<file path="config.mk">
export PLATFORM = sky130hd
export DESIGN_NAME = pipelined_addsub_nbit
export DESIGN_NICKNAME = d
export VERILOG_FILES = /design/src/rtl/pipelined_addsub_nbit_pkg.sv /design/src/rtl/adder_segment.sv /design/src/rtl/full_adder.sv /design/src/rtl/pipelined_addsub_nbit.sv
export SDC_FILE = /design/constraint.sdc
export NUM_CORES = 1
export LEC_CHECK = 0
export CORE_ASPECT_RATIO = 1.2
export CORE_UTILIZATION = 30
export DETAILED_ROUTE_END_ITERATION = 16
export GPL_TIMING_DRIVEN = 0
export PLACE_DENSITY = 0.53
export SYNTH_ARGS = -nofsm -noshare
export SYNTH_HDL_FRONTEND = slang
export SYNTH_SLANG_ARGS = --single-unit
</file>
<file path="constraint.sdc">
create_clock -name clk -period 3.1 [get_ports clk]
set_input_delay 0.62 -clock clk [delete_from_list [all_inputs] [get_ports clk]]
set_output_delay 0.62 -clock clk [all_outputs]
set_load 0.02 [all_outputs]
</file>
<file path="src/rtl/pipelined_addsub_nbit_pkg.sv">
// Shared constants for the pipelined adder/subtractor and the ALU decoder.
// Default geometry plus the add/sub mode encoding.
package pipelined_addsub_nbit_pkg;

    localparam int DEF_WIDTH = 16;
    localparam int DEF_SEG   = 4;

    typedef enum logic {
        MODE_ADD = 1'b0,
        MODE_SUB = 1'b1
    } mode_e;

endpackage

</file>
<file path="src/rtl/adder_segment.sv">
// Combinational SEG-bit ripple adder built from full_adder cells.
// Also exposes the carry into its top bit for overflow detection.
module adder_segment
    import pipelined_addsub_nbit_pkg::*;
#(
    parameter int SEG = DEF_SEG
) (
    input  logic [SEG-1:0] i_a,
    input  logic [SEG-1:0] i_b,
    input  logic           i_cin,
    output logic [SEG-1:0] o_s,
    output logic           o_cout,
    output logic           o_c_msb_in
);

    logic [SEG:0] w_c;

    assign w_c[0] = i_cin;

    for (genvar i = 0; i < SEG; i++) begin : g_bit
        full_adder u_fa (
            .i_a (i_a[i]),
            .i_b (i_b[i]),
            .i_c (w_c[i]),
            .o_s (o_s[i]),
            .o_c (w_c[i+1])
        );
    end

    assign o_cout     = w_c[SEG];
    assign o_c_msb_in = w_c[SEG-1];

endmodule

</file>
<file path="src/rtl/full_adder.sv">
// Single-bit full adder cell.
// Building block for the ripple segments.
module full_adder (
    input  logic i_a,
    input  logic i_b,
    input  logic i_c,
    output logic o_s,
    output logic o_c
);

    assign o_s = i_a ^ i_b ^ i_c;
    assign o_c = (i_a & i_b) | (i_c & (i_a ^ i_b));

endmodule

</file>
<file path="src/rtl/pipelined_addsub_nbit.sv">
// Pipelined ripple-carry adder/subtractor, one SEG-bit segment per stage.
// Operands are skewed forward, finished sum segments deskewed alongside.
module pipelined_addsub_nbit
    import pipelined_addsub_nbit_pkg::*;
#(
    parameter int WIDTH = DEF_WIDTH,
    parameter int SEG   = DEF_SEG
) (
    input  logic             clk,
    input  logic             rst,
    input  logic             en,
    input  logic             in_valid,
    input  logic [WIDTH-1:0] A,
    input  logic [WIDTH-1:0] B,
    input  logic             Ci,
    input  logic             sub,
    output logic             out_valid,
    output logic [WIDTH-1:0] S,
    output logic             Co,
    output logic             Ovf
);

    localparam int NSTG = WIDTH / SEG;
    localparam logic [WIDTH-1:0] SEG_MASK = WIDTH'({SEG{1'b1}});

    logic [WIDTH-1:0] w_be;
    logic             w_c0;

    logic [WIDTH-1:0] r_a [NSTG];
    logic [WIDTH-1:0] r_b [NSTG];
    logic [WIDTH-1:0] r_s [NSTG];
    logic             r_c [NSTG];
    logic             r_v [NSTG];
    logic             r_ovf;

    logic [SEG-1:0]   w_sa [NSTG];
    logic [SEG-1:0]   w_sb [NSTG];
    logic [SEG-1:0]   w_ss [NSTG];
    logic             w_ci [NSTG];
    logic             w_co [NSTG];
    logic             w_cm [NSTG];
    logic [WIDTH-1:0] w_sn [NSTG];

    // Mode is folded into the operands here, so each op carries its own.
    assign w_be = B ^ {WIDTH{sub}};
    assign w_c0 = (mode_e'(sub) == MODE_SUB) ? 1'b1 : Ci;

    for (genvar k = 0; k < NSTG; k++) begin : g_stg
        if (k == 0) begin : g_first
            assign w_sa[k] = A[SEG-1:0];
            assign w_sb[k] = w_be[SEG-1:0];
            assign w_ci[k] = w_c0;
            assign w_sn[k] = WIDTH'(w_ss[k]);
        end else begin : g_next
            assign w_sa[k] = r_a[k-1][k*SEG +: SEG];
            assign w_sb[k] = r_b[k-1][k*SEG +: SEG];
            assign w_ci[k] = r_c[k-1];
            assign w_sn[k] = (r_s[k-1] & ~(SEG_MASK << (k*SEG)))
                           | (WIDTH'(w_ss[k]) << (k*SEG));
        end

        adder_segment #(
            .SEG (SEG)
        ) u_seg (
            .i_a        (w_sa[k]),
            .i_b        (w_sb[k]),
            .i_cin      (w_ci[k]),
            .o_s        (w_ss[k]),
            .o_cout     (w_co[k]),
            .o_c_msb_in (w_cm[k])
        );
    end

    always_ff @(posedge clk or posedge rst) begin
        if (rst) begin
            for (int k = 0; k < NSTG; k++) begin
                r_a[k] <= '0;
                r_b[k] <= '0;
                r_s[k] <= '0;
                r_c[k] <= 1'b0;
                r_v[k] <= 1'b0;
            end
            r_ovf <= 1'b0;
        end else if (en) begin
            r_a[0] <= A;
            r_b[0] <= w_be;
            r_s[0] <= w_sn[0];
            r_c[0] <= w_co[0];
            r_v[0] <= in_valid;
            for (int k = 1; k < NSTG; k++) begin
                r_a[k] <= r_a[k-1];
                r_b[k] <= r_b[k-1];
                r_s[k] <= w_sn[k];
                r_c[k] <= w_co[k];
                r_v[k] <= r_v[k-1];
            end
            r_ovf <= w_co[NSTG-1] ^ w_cm[NSTG-1];
        end
    end

    assign out_valid = r_v[NSTG-1];
    assign S         = r_s[NSTG-1];
    assign Co        = r_c[NSTG-1];
    assign Ovf       = r_ovf;

endmodule

</file>
======== After elaboration in Yosys (flattened, before gate mapping) ========
Cells that the tools add are included.
storage, ports and cells
  register bits after elaboration ......... 145
  bits of input ports ..................... 38
  output and inout port bits .............. 19
  word-level logic and storage cells ...... 105
operators by class
  muxes and demuxes ....................... 1
  bitwise gates (word level) .............. 85
operator list
  cell                          count
  XOR 1 bit                     33
  AND 1 bit                     32
  bitwise OR 1 bit              16
  bitwise OR 12 x 16 -> 16 bit  1
  XOR 16 bit                    1
  bitwise OR 8 x 12 -> 12 bit   1
  bitwise OR 4 x 8 -> 8 bit     1
  two-way mux 1 bit             1

======== Logic depth before layout (Yosys ltp) ========
Gate-level depths: netlist of the first run.
  depth after elaboration ................. 10
  depth in mapped cells ................... 10

======== Hierarchy ========
Synthesis of the first run repeated with hierarchy kept, for this count alone.
unflattened totals
  cells, all modules ...................... 272
  area, all modules ....................... 4505.6 um2
by module, submodules not included
  module                 times used  cells each  area each (um2)
  pipelined_addsub_nbit  1           256         4185.3
  full_adder             16          1           20.0

======== Worst setup path before layout of the first run ========
No wires, ideal clock.
  path kind ............................... input port to flip-flop
  start point ............................. in sub
  end point ............................... reg r_s[51] (netlist bit)
  setup time .............................. 0.125 ns
  data arrival time ....................... 2.873 ns
  required time ........................... 2.975 ns
  path slack .............................. 0.102 ns
  stages on the path ...................... 9
  path buffers ............................ 2
  cell sequence ........................... buf_6 buf_8 xnor2_1 fa_1 fa_1 fa_1 inv_1 fa_1 mux2_4
between the ends
  longest elaborated chain between the ends .. 9
  elaborated cells between the ends (all ways) .. 16
  those cells by class .................... mux: 1; bitwise: 15
ends and longest elaborated chain
  element                                     RTL line                     source
  start, declared                             pipelined_addsub_nbit.sv:16  input logic sub,
  XOR 16 bit                                  pipelined_addsub_nbit.sv:45  assign w_be = B ^ {WIDTH{sub}};
  XOR 1 bit                                   full_adder.sv:12             assign o_c = (i_a & i_b) | (i_c & (i_a ^ i_b));
  AND 1 bit                                   full_adder.sv:12
  bitwise OR 1 bit                            full_adder.sv:12
  AND 1 bit                                   full_adder.sv:12
  bitwise OR 1 bit                            full_adder.sv:12
  AND 1 bit                                   full_adder.sv:12
  bitwise OR 1 bit                            full_adder.sv:12
  XOR 1 bit *                                 full_adder.sv:11             assign o_s = i_a ^ i_b ^ i_c;
  named net g_stg[0].u_seg.g_bit[3].u_fa.o_s  full_adder.sv:7              output logic o_s,
  end signal, assigned by index               pipelined_addsub_nbit.sv:93  r_s[k] <= w_sn[k];
  end, declared                               pipelined_addsub_nbit.sv:31  logic [WIDTH-1:0] r_s [NSTG];
The timed path passes the listed nets; every way through them passes the cells marked *.
A chain may end at the register's enable or synchronous reset.

======== Final worst setup path of the first run ========
  start point ............................. in B[0]
  end point ............................... reg r_s[51] (netlist bit)
between the ends
  longest elaborated chain between the ends .. 9
  elaborated cells between the ends (all ways) .. 10
  those cells by class .................... bitwise: 10
ends and longest elaborated chain
  element                                     RTL line                     source
  start, declared                             pipelined_addsub_nbit.sv:14  input logic [WIDTH-1:0] B,
  XOR 16 bit *                                pipelined_addsub_nbit.sv:45
  XOR 1 bit                                   full_adder.sv:12
  AND 1 bit                                   full_adder.sv:12
  bitwise OR 1 bit *                          full_adder.sv:12
  AND 1 bit *                                 full_adder.sv:12
  bitwise OR 1 bit *                          full_adder.sv:12
  AND 1 bit *                                 full_adder.sv:12
  bitwise OR 1 bit *                          full_adder.sv:12
  XOR 1 bit *                                 full_adder.sv:11
  named net g_stg[0].u_seg.g_bit[3].u_fa.o_s  full_adder.sv:7
Marked as above.

==> results of run 1 <==
synth_stat cells:
cell,number,share of area [%]
xnor2_1,16,3.0
buf_6,11,2.7
dfrtp_1,97,52
o21ai_1,1,0.11
mux2_4,62,20
buf_2,2,0.22
nor2_1,20,1.6
nand2_1,1,0.081
xor2_1,1,0.19
inv_1,31,2.5
fa_1,16,6.9
nand2_2,10,1.4
buf_8,2,0.65
buf_4,17,2.8
o21ai_2,10,1.9
a21oi_1,14,1.5
mux2i_1,5,1.1
a21oi_2,5,0.95
worst max path at each step:
stage | startpoint | cells after the start | endpoint | slack [ns]
finish | B[0] | 8 | r_s[51] | 0.23
global route | B[0] | 8 | r_s[51] | 0.15
CTS | B[0] | 8 | r_s[51] | 0.22
detailed placement | B[0] | 8 | r_s[51] | -0.14
global placement | B[0] | 8 | r_s[51] | -0.10
floorplan | sub | 9 | r_s[51] | 0.10
worst max-delay path: cells and delay by family:
kind | cells | cell delay, ns
xor gates and xnor gates | 1 | 0.15
adders and majority gates | 4 | 1.57
muxes | 1 | 0.26
buffers and inverters | 2 | 0.49
sequential cells by signal (all words and copies together), names as in the netlist:
register   count
r_a           24
r_b           24
r_s           24
S             16
r_c            3
r_v            3
Co             1
Ovf            1
out_valid      1
kinds of logic (layout without fill, tap and decap cells):
group | Yosys count | in the layout | share of synthesized area (%)
xor+xnor | 17 | 17 | 3.21
simple gates | 31 | 31 | 3.05
fa+ha+maj | 16 | 16 | 6.91
buf+inv | 63 | 134 | 8.80
compound gates | 30 | 30 | 4.46
mux | 67 | 67 | 21.2
flops | 97 | 97 | 52.4
final cells by class:
cell class              instances  area (um2)  area share, %
inverters                      31         120           2.08
clock buffers                  12         246           4.26
well taps                     204         255           4.41
multi-input cells             161        1800           31.1
repair buffers                 56         581           10.0
clock inverters                 3        65.1           1.12
plain buffers                  32         292           5.04
flip-flops and latches         97        2430           42.0
routing by layer:
metal  share of wire [%]  GRT usage, %  vias up
li1                    -             -     1153
met1                  46          15.2     1217
met2                  49          18.8       35
met3                 2.5          1.97       12
met4                 1.8          5.54        0
met5                   0             0        -
power groups by stage:
stage	clock, mW	combinational (mW)	sequential [mW]
finish	1.18	1.33	1.81
global route	1.26	1.44	1.85
CTS	1.20	1.36	1.82
detailed placement	0	1.35	1.84
global placement	0	1.33	1.82
floorplan	0	0.952	1.78
metrics by stage:
step | power [mW] | hold WS, ns | cells | instance area, um2
2_1_floorplan | 2.73 | 0.456 | 321 | 4640
3_3_place_gp | 3.15 | 0.476 | 579 | 5430
3_5_place_dp | 3.19 | 0.482 | 581 | 5470
4_1_cts | 4.37 | 0.499 | 596 | 5780
5_1_grt | 4.55 | 0.522 | 596 | 5780
6_report | 4.31 | 0.493 | 596 | 5780
==> impl_metrics.json, run 1 <==
{
  "portBuffers": 54,
  "whs_path_depth": 2,
  "r2r_slack_ns": 0.69,
  "synth.avg_cell_area_um2": 14.4,
  "drc": 0,
  "slowest_stage": "clkdlybuf4s50_1",
  "skew_ns": 0.00508,
  "clockRootBuffer": "clkbuf_16",
  "rsz0062_at_grt": "false",
  "hold_viol_final": 0,
  "r2r_cells": 9,
  "post_drt_wl_per_cell_um": 14.1,
  "die_w_um": 115,
  "clk_pin_slew_ns": 0.07,
  "worst-endpoint-arrival_ns": 3.10,
  "rows": 49,
  "syn_nets": 375,
  "cp_max_fo": 1,
  "clk-insertion-delay-late_ns": 0.34,
  "path_cells": "clkdlybuf4s50_1, xnor2_1, fa_1, fa_1, fa_1, inv_1, fa_1, mux2_4",
  "maxCapViolCount": 0,
  "leakage_nw": 2.65,
  "first_pass_iters": 4,
  "mostFrequentLayoutCells": "97 x dfrtp_1, 62 x mux2_4, 54 x clkdlybuf4s50_1",
  "worst_pin_slew_ns": 0.396,
  "max_freq_ghz": 0.348,
  "vias": 2417,
  "setup_slack_ns": 0.227,
  "reg2reg_from": "r_b[28]",
  "max-vdd-ir-drop_uv": 248,
  "post_cts_buffers": 0,
  "fin_util_pct": 38.5,
  "syn_area_um2": 4630,
  "drt_iter0_markers": 61,
  "final_common_cell": "dfrtp_1",
  "grt_use_total_pct": 11.7,
  "p_seq_share_pct": 41.9,
  "fin_crit_sh_pct": 92.7,
  "synth_seq_cells": 97,
  "fin_tns_setup_ns": 0,
  "finalNetCount": 442,
  "endpoint_kind": "flip-flop",
  "power.switching_mw": 1.15,
  "critPathKind": "in -> reg",
  "r2r_end": "Ovf",
  "p_int_mw": 3.16,
  "cts.sinks": 97,
  "hpwlAfterDp_mm": 6.03,
  "cpMostUsedCell": "fa_1",
  "place.gp.congestion": 0.723,
  "comb_power_share_pct": 30.8,
  "start_kind": "primary input",
  "grt_max_degree": 43,
  "grt_pass1_wl_mm": 13.8,
  "timing.slew.headroom_pct": 73.5,
  "clk_path_buf_depth": 2,
  "hold_class": "reg -> reg",
  "antennaDiodeCount": 0,
  "cts_resized": 0,
  "min_period_ns": 2.87,
  "htree_levels": 3,
  "die_h_um": 138,
  "ys_seq_area_share_pct": 52.4,
  "synth.distinct_cells": 18,
  "dp_slack_ns": -0.137,
  "timing.final.max_slew_violations": 0,
  "areaGrowthSynthToFinish_pct": 24.8,
  "min_to": "r_a[43]",
  "syn_inst": 321,
  "start_util_pct": 30.8,
  "cp_data_required_time_ns": 3.32,
  "gr-total-overflow": 0,
  "viasPerCell": 4.06,
  "die_area_um2": 15900,
  "routed_wl_mm": 8.41,
  "cts_tree": "built",
  "hold_start": "r_a[59]",
  "setup_viol": 0,
  "fill_cells": 1438,
  "clkPwrFrac_pct": 27.3,
  "ant_nets": 0,
  "drive_gt1_share_pct": 34.4,
  "ys_warn_count": 0,
  "critPathMaxStageDelay_ns": 0.42,
  "core_region_area_um2": 15000,
  "antenna_found_initial": 0,
  "grt_pass1_vias": 2637,
  "powerDensity_nw_per_um2": 745,
  "cts_made_buffers": 9,
  "io_pins": 57,
  "status": "finished, final reports clean",
  "swShare_pct": 26.7,
  "cts_hold_buf": 0
}
No activity file was read; power rests on OpenSTA's default activity.
==> inputs of run 2 (changes only) <==
CORE_UTILIZATION = 50   (was 30)
PLACE_DENSITY = 0.79   (was 0.53)
==> impl_metrics.json, run 2 (synthesized netlist as in run 1, its figures left out) <==
{
  "reg.largest.list": "r_a: 24 flops, r_b: 24 flops, r_s: 24 flops",
  "die_h_um": 107,
  "antennaDiodeCount": 0,
  "min_period_ns": 2.82,
  "fin_hold_ws_ns": 0.497,
  "vias": 2407,
  "drt_iter0_markers": 100,
  "finalNetCount": 442,
  "fill_cells": 710,
  "clk_path_buf_depth": 2,
  "grt_pass1_vias": 2594,
  "areaGrowthSynthToFinish_pct": 20.4,
  "ant_nets": 0,
  "timing.final.max_slew_violations": 0,
  "final_cells": 513,
  "skew_ns": 0.00695,
  "cp_data_required_time_ns": 3.36,
  "status": "finished, final reports clean",
  "placed_cell_area_um2": 5370,
  "clk-insertion-delay-late_ns": 0.37,
  "fin_util_pct": 61.7,
  "cts_resized": 0,
  "max-vdd-ir-drop_uv": 287,
  "cts_made_buffers": 9,
  "fin_crit_sh_pct": 91.1,
  "endpoint_kind": "flip-flop",
  "cp_max_fo": 1,
  "worst-endpoint-arrival_ns": 3.09,
  "routed_wl_mm": 7.69,
  "viasPerCell": 4.69,
  "die_w_um": 89.9,
  "seq_area_um2": 2430,
  "leakage_nw": 2.60,
  "grt_max_degree": 39,
  "max_freq_ghz": 0.354,
  "hpwlAfterDp_mm": 5.57,
  "fin_tns_setup_ns": 0,
  "die_area_um2": 9660,
  "hold_class": "reg -> reg",
  "worst_pin_slew_ns": 0.663,
  "drive_gt1_share_pct": 34.9,
  "htree_levels": 3,
  "start_util_pct": 51.3,
  "powerDensity_nw_per_um2": 720,
  "grt_pass1_wl_mm": 13.3,
  "maxCapViolCount": 0,
  "dp_cells": 497,
  "post_drt_wl_per_cell_um": 15.0,
  "setup_viol": 0,
  "hold_viol_final": 0,
  "final_common_cell": "dfrtp_1",
  "cts.sinks": 97,
  "critPathKind": "in -> reg",
  "rows": 38,
  "antenna_found_initial": 0,
  "first_pass_iters": 6,
  "cts_tree": "built",
  "io_pins": 57,
  "clockRootBuffer": "clkbuf_8",
  "gr-total-overflow": 0,
  "post_cts_buffers": 0,
  "start_kind": "primary input",
  "place.gp.congestion": 0.745,
  "drc": 0,
  "multi_input_area_um2": 1800,
  "cts_hold_buf": 0,
  "fin_area_um2": 5580,
  "core_region_area_um2": 9030,
  "portBuffers": 54,
  "clk_pin_slew_ns": 0.09,
  "timing.slew.headroom_pct": 55.7,
  "grt_use_total_pct": 18.2,
  "rsz0062_at_grt": "false",
  "mostFrequentLayoutCells": "97 x dfrtp_1, 62 x mux2_4, 54 x clkdlybuf4s50_1"
}
## run 2: cell count changes in the layout (fill, tap and decap cells not counted), sizes merged
cell      delta
clkbuf       -2
clkinv       +2
clkinvlp     +1
## run 2: worst paths after layout
check	from	to	slack, ns	cells past startpoint
worst max-delay path	B[0]	r_s[51]	0.28	8
worst min-delay path	r_b[59]	r_b[43]	0.50	2
worst max register to register	r_a[28]	Ovf	0.66	9
worst min register to register	r_b[59]	r_b[43]	0.50	2
max in group asynchronous	rst	r_b[42]	1.58	4
min in group asynchronous	rst	S[2]	0.69	2
## run 2: power by group
group          internal [mW]  switching, mW
Clock                  0.450          0.423
Combinational          0.836          0.502
Sequential              1.60          0.202
## run 2: metal layers
layer	share of wire, %	global-route usage (%)	vias to the layer above
met3	2.4	1.98	18
met2	48	27.7	44
met1	45	24.9	1197
met5	0	0	-
met4	3.7	12.3	0
li1	-	-	1148
## run 2: per-stage QoR
step / setup WS [ns] / total power [mW]
6_report: 0.276 / 4.01
5_1_grt: 0.205 / 4.24
4_1_cts: 0.267 / 4.05
3_5_place_dp: -0.131 / 3.18
3_3_place_gp: -0.0824 / 3.12
2_1_floorplan: 0.102 / 2.73
## run 2: layout make-up
class                   count  share of cell area, %
flip-flops and latches     97                   43.5
multi-input cells         161                   32.2
repair buffers             56                   10.4
plain buffers              32                   5.23
well taps                 120                   2.69
clock buffers              10                   2.29
inverters                  31                   2.15
clock inverters             6                   1.48
## run 2: critical path, stage by stage
cell and delay, ns:
clkdlybuf4s50_1 0.42, xnor2_1 0.14, fa_1 0.40, fa_1 0.38, fa_1 0.37, inv_1 0.07
fa_1 0.41, mux2_4 0.26
